**src/rtl/port_arbiter.sv**
```systemverilog
// Three-way scratchpad arbiter (IC > MVU > Ctrl with starvation promotion).
// Registers the winning access onto the memory port and tags read returns to their issuer.
module port_arbiter #(
    parameter int ADDR_W = 9,
    parameter int DATA_W = 128,
    parameter int LAT    = 2,
    parameter int STARVE = 15
) (
    input  logic              clk,
    input  logic              rstn,

    input  logic              reqIC,
    input  logic              reqMVU,
    input  logic              reqCtrl,
    input  logic              weIC,
    input  logic              weMVU,
    input  logic              weCtrl,
    input  logic [ADDR_W-1:0] addrIC,
    input  logic [ADDR_W-1:0] addrMVU,
    input  logic [ADDR_W-1:0] addrCtrl,
    input  logic [DATA_W-1:0] dataIC,
    input  logic [DATA_W-1:0] dataMVU,
    input  logic [DATA_W-1:0] dataCtrl,

    output logic              grntIC,
    output logic              grntMVU,
    output logic              grntCtrl,

    output logic              memEn,
    output logic              memWe,
    output logic [ADDR_W-1:0] memAddr,
    output logic [DATA_W-1:0] memData,
    input  logic [DATA_W-1:0] memQ,

    output logic [DATA_W-1:0] rdata,
    output logic              rvldIC,
    output logic              rvldMVU,
    output logic              rvldCtrl
);

    localparam logic [1:0] OWN_NONE = 2'd0;
    localparam logic [1:0] OWN_IC   = 2'd1;
    localparam logic [1:0] OWN_MVU  = 2'd2;
    localparam logic [1:0] OWN_CTRL = 2'd3;
    localparam logic [7:0] STARVE_CNT = 8'(STARVE);

    logic [7:0]        waitMVU_q, waitMVU_d;
    logic [7:0]        waitCtrl_q, waitCtrl_d;
    logic              memEn_q, memEn_d;
    logic              memWe_q, memWe_d;
    logic [ADDR_W-1:0] memAddr_q, memAddr_d;
    logic [DATA_W-1:0] memData_q, memData_d;
    logic [1:0]        tag_q [LAT+1];
    logic [1:0]        tagIn_d;

    logic              anyGrant;
    logic              selWe;
    logic [1:0]        selTag;

    // Starved requesters are promoted ahead of IC; Ctrl wins a simultaneous starvation.
    always_comb begin
        grntIC   = 1'b0;
        grntMVU  = 1'b0;
        grntCtrl = 1'b0;
        if (reqCtrl && (waitCtrl_q == STARVE_CNT)) begin
            grntCtrl = 1'b1;
        end else if (reqMVU && (waitMVU_q == STARVE_CNT)) begin
            grntMVU = 1'b1;
        end else if (reqIC) begin
            grntIC = 1'b1;
        end else if (reqMVU) begin
            grntMVU = 1'b1;
        end else if (reqCtrl) begin
            grntCtrl = 1'b1;
        end
    end

    assign anyGrant = grntIC | grntMVU | grntCtrl;

    always_comb begin
        selWe     = 1'b0;
        selTag    = OWN_NONE;
        memAddr_d = memAddr_q;
        memData_d = memData_q;
        if (grntIC) begin
            selWe     = weIC;
            selTag    = OWN_IC;
            memAddr_d = addrIC;
            memData_d = dataIC;
        end else if (grntMVU) begin
            selWe     = weMVU;
            selTag    = OWN_MVU;
            memAddr_d = addrMVU;
            memData_d = dataMVU;
        end else if (grntCtrl) begin
            selWe     = weCtrl;
            selTag    = OWN_CTRL;
            memAddr_d = addrCtrl;
            memData_d = dataCtrl;
        end
    end

    assign memEn_d = anyGrant;
    assign memWe_d = anyGrant & selWe;
    assign tagIn_d = (anyGrant && !selWe) ? selTag : OWN_NONE;

    // A saturated counter holds at the threshold so the promotion persists until served.
    always_comb begin
        waitMVU_d = 8'd0;
        if (reqMVU && !grntMVU) begin
            waitMVU_d = (waitMVU_q >= STARVE_CNT) ? STARVE_CNT : waitMVU_q + 8'd1;
        end
        waitCtrl_d = 8'd0;
        if (reqCtrl && !grntCtrl) begin
            waitCtrl_d = (waitCtrl_q >= STARVE_CNT) ? STARVE_CNT : waitCtrl_q + 8'd1;
        end
    end

    always_ff @(posedge clk or negedge rstn) begin
        if (!rstn) begin
            waitMVU_q  <= 8'd0;
            waitCtrl_q <= 8'd0;
            memEn_q    <= 1'b0;
            memWe_q    <= 1'b0;
            memAddr_q  <= '0;
            memData_q  <= '0;
            for (int i = 0; i <= LAT; i++) begin
                tag_q[i] <= OWN_NONE;
            end
        end else begin
            waitMVU_q  <= waitMVU_d;
            waitCtrl_q <= waitCtrl_d;
            memEn_q    <= memEn_d;
            memWe_q    <= memWe_d;
            memAddr_q  <= memAddr_d;
            memData_q  <= memData_d;
            tag_q[0]   <= tagIn_d;
            for (int i = 1; i <= LAT; i++) begin
                tag_q[i] <= tag_q[i-1];
            end
        end
    end

    assign memEn   = memEn_q;
    assign memWe   = memWe_q;
    assign memAddr = memAddr_q;
    assign memData = memData_q;

    // Stage LAT lines up with memQ for a read issued LAT+1 cycles after its grant.
    assign rdata    = memQ;
    assign rvldIC   = (tag_q[LAT] == OWN_IC);
    assign rvldMVU  = (tag_q[LAT] == OWN_MVU);
    assign rvldCtrl = (tag_q[LAT] == OWN_CTRL);

endmodule

```
**config.mk**
```make
export PLATFORM = sky130hd
export DESIGN_NAME = port_arbiter
export DESIGN_NICKNAME = d
export VERILOG_FILES = /design/src/rtl/port_arbiter.sv
export SDC_FILE = /design/constraint.sdc
export NUM_CORES = 1
export LEC_CHECK = 0
export BUFFER_PORTS_ARGS = -buffer_cell sky130_fd_sc_hd__buf_4
export CORE_AREA = 4 4 319 321
export CTS_CLUSTER_DIAMETER = 40
export DETAILED_ROUTE_END_ITERATION = 6
export DIE_AREA = 0 0 323 325
export PLACE_DENSITY = 0.4
export REMOVE_ABC_BUFFERS = 1
export SYNTH_ARGS = -nofsm -noshare
export SYNTH_HDL_FRONTEND = slang
export SYNTH_SLANG_ARGS = --single-unit
```
**constraint.sdc**
```tcl
create_clock -name clk -period 3.65 [get_ports clk]
set_input_delay 0.5475 -clock clk [delete_from_list [all_inputs] [get_ports clk]]
set_output_delay 0.5475 -clock clk [all_outputs]
set_load 0.01 [all_outputs]
```
---- Word level (Yosys, flattened, before mapping) ----
Index checks and enable logic that the tools add are counted.
storage, ports and cells
  register bits after elaboration ......... 161
  input bits .............................. 547
  output and inout port bits .............. 273
  word-level logic and storage cells ...... 59
cells by class
  $add $sub $neg .......................... 2
  magnitude comparators ................... 2
  equal/unequal tests ..................... 5
  multiplexer cells ....................... 29
  bitwise logic cells ..................... 3
  reductions and logical operators ........ 9
operators by type and width
  operator             count
  $mux 128             3
  $mux 8               4
  $mux 9               3
  $add 8x1->8 const B  2
  $eq 8x4->1 const B   2
  $ge 8x4->1 const B   2
  $mux 1               15
  $mux 2               4
  $logic_and 1x1->1    5
  $eq 2x2->1 const B   2
  $logic_not 1->1      3
  $reduce_bool 3->1    1
  $eq 2x1->1 const B   1
  $or 1x1->1           2
  $and 1x1->1          1

---- Logic depth before layout (Yosys ltp) ----
  depth after elaboration ................. 11
  mapped depth ............................ 9
  mapped depth without buffers ............ 7

---- Worst setup path after synthesis ----
No wires, ideal clock.
  path kind ............................... flip-flop to output port
  start point ............................. reg waitCtrl_q[0]
  end point ............................... out grntIC
  data arrival time ....................... 1.511 ns
  data required time ...................... 3.102 ns
  path slack .............................. 1.591 ns
  stages on the path, launching flop included .. 7
  buffers on the path ..................... 1
  cell sequence ........................... dfrtp_1 ha_1 and3_1 nand3_1 nand3_1 inv_1 clkbuf_1
on the way
  longest elaborated chain between the ends .. 3
ends and longest elaborated chain
  element                 line  source
  from (decl)             48    logic [7:0] waitCtrl_q, waitCtrl_d;
  from (signal assigned)  132   waitCtrl_q <= waitCtrl_d;
  $eq 8x4->1              65    if (reqCtrl && (waitCtrl_q == STARVE_CNT)) begin
  $logic_and 1x1->1       65
  $mux 1                  65
  to (decl)               25    output logic grntIC,
Every way passes these cells.

---- Final worst setup path ----
  start point ............................. reg waitCtrl_q[7]
  end point ............................... out grntIC
Same word-level chain as after synthesis.

==> results.ini <==
[detailed_routing]
drtPass1Iterations = 5
vias = 10696
drt_iter0_markers = 737
antenna_left = 0
drt-total-wl_um = 76400
detail_route.vias_per_cell = 3.78
drc_errors = 0
wl_per_cell_um = 27.0

[clock_network]
cts_made_buffers = 17
hold_buffers = 0
clk_path_buf_depth = 2
cts.sinks = 161
cts_htree_levels = 4
clkTransAtPathRegs_ns = 0.07
cts_resized = 0
cts_tree = built
root_buffer = clkbuf_16
post_cts_buffers = 0
clk_latency_ns = 0.51

[grt]
grt_pass1_vias = 10858
grt_max_degree = 78
grt_pass1_wl_um = 99100
grt_usage_pct = 14.0
antenna_found_initial = 4
overflow = 0

[synth]
synth_flop_cell = dfrtp_1
postSynthAreaPerCell_um2 = 8.97
synth_cell_types = 35
seq_area_frac_synth_pct = 39.6
netlist_area_um2 = 10200
synthCells = 1134
synth_top_area_cell = dfrtp_1
yosysWarnings = 0
synth-edff-count = 0
ys_ff_latch = 161
yosys-top-cells-area = dfrtp_1 40%, a211oi_2 13%, buf_4 9.6%
synthArstFlopShare_pct = 100
yosys.area.top_type_share_pct = 39.6

[placed_design]
gp_congestion = 0.749
dp_slack_ns = 0.684
dpl.hpwl_um = 56600
portBuffers = 563

[sta]
rsz0062_at_grt = no
final_max_slew_viol_count = 0
fin_crit_sh_pct = 78.4
period_minus_slack_ns = 2.86
fin_skew_ns = 0.0131
max_freq_mhz = 349
finalSetupViolations = 0
hold_violations = 0
fin_setup_tns_ns = 0
tightest_slew_ns = 1.04
fin_ws_ns = 0.788
maxSlewHeadroom_pct = 30.9

[finish]
areaGrowthSynthToFinish_pct = 53.2
fin_nets = 2061
n_fill_cell = 11359
drive_above_1_share_pct = 48.3
mostFrequentLayoutCells = 569 x buf_4, 161 x o21ai_0, 161 x dfrtp_1
final_common_cell = buf_4

[pwr]
peakVddDrop_mv = 0.277
power_leakage_nw = 6.96
finalPower_mw = 5.48
p_per_area_nw_per_um2 = 352

[setup_path]
crit_fanout = 12
critPathRequiredTime_ns = 3.10
cp-end-kind = output pin
critical_path_class = flip-flop to output pin
startpoint_type = flip-flop
arrival_ns = 2.31

[job]
max_cap_viol_count = 0

[die]
dieWidth_um = 323
die-area_um2 = 105000
io_pins = 820
core_um2 = 99300
fp.dieH_um = 325
rows = 116
initial_core_util_pct = 10.2

[min_path]
hold_class = input pin to asynchronous set/reset pin

[outcome]
status = complete, no violations

[state kept, by name (all words and copies together), names as in the netlist]
signal,count
memData,128
memAddr,9
memEn,1
memWe,1
waitCtrl_q,8
tag_q,6
waitMVU_q,8
[stage by stage]
stage,hold WS (ns),cells,area (µm²),util (%)
final,0.0930,2826,15600,15.7
after global routing,0.0991,2823,15600,15.7
after CTS,0.0589,2823,15600,15.7
after detailed placement,0.340,2791,15000,15.1
after global placement,0.342,2791,15000,15.1
after floorplan,0.252,908,8710,-
[layout make-up]
class	instances	area (µm²)	area share, %
inverters	5	21.3	0.137
well taps	1298	1620	10.4
clock buffers	18	439	2.82
multi-input cells	742	4720	30.3
diodes	3	7.51	0.0482
clock inverters	14	156	1.00
repair buffers	585	4590	29.4
flip-flops and latches	161	4030	25.9
[worst max-delay path: stages, from the launching register on]
cell and delay, ns:
dfrtp_1 0.37, nor4_1 0.69, nand3_4 0.21, nand3_4 0.20
inv_4 0.13, buf_4 0.18
[cells by family (layout without fill, tap and decap cells)]
logic type	after synthesis	after routing	share of synthesized area [%]
AO/OA/AOI/OAI	424	424	29.8
XOR/XNOR	2	2	0.172
adder cells (fa/ha/maj)	2	2	0.246
buffers and inverters	238	622	14.8
flip-flops	161	161	39.6
multiplexers	2	2	0.209
other	1	11	0.0369
AND/OR/NAND/NOR	304	304	15.2
[power by group]
| group | switching, mW | internal, mW |
|---|---|---|
| sequential | 0.102 | 1.96 |
| clock | 0.928 | 1.03 |
| combinational | 0.723 | 0.728 |
[per-layer routing]
layer,vias to the layer above,share of wire (%),global-route usage [%],wire [µm]
met5,-,2.3,12.2,1780
met4,28,1.9,3.78,1450
met3,63,21,14.0,15900
met2,874,37,17.3,28100
met1,5047,38,15.4,29200
li1,4684,-,-,-
[cells in the mapped netlist (2+ instances only)]
| library cell | n |
|---|---|
| o21ai_1 | 114 |
| inv_1 | 4 |
| nand2_1 | 141 |
| xnor2_1 | 2 |
| nand2b_1 | 2 |
| nor2b_1 | 2 |
| nor2_1 | 6 |
| nand3_1 | 7 |
| ha_1 | 2 |
| buf_6 | 12 |
| a21oi_1 | 6 |
| a211oi_2 | 108 |
| and3_1 | 138 |
| a211oi_1 | 30 |
| buf_2 | 26 |
| o21ai_0 | 161 |
| dfrtp_1 | 161 |
| buf_4 | 130 |
| clkbuf_1 | 65 |
| and2_1 | 2 |
[final timing paths]
| check | from | slack [ns] | cells after the start | end |
|---|---|---|---|---|
| min | rstn | 0.09 | 1 | memData[14] |
| max | waitCtrl_q[7] | 0.79 | 5 | grntIC |
| min in group clk | dataIC[63] | 0.24 | 3 | memData[63] |
| max reg2reg | waitCtrl_q[7] | 0.81 | 7 | memData[86] |
| min reg2reg | tag_q[3] | 0.35 | 0 | tag_q[1] |
| max in group asynchronous | rstn | 2.82 | 2 | waitMVU_q[2] |
Note: power is estimated with default switching activity, not from simulation.
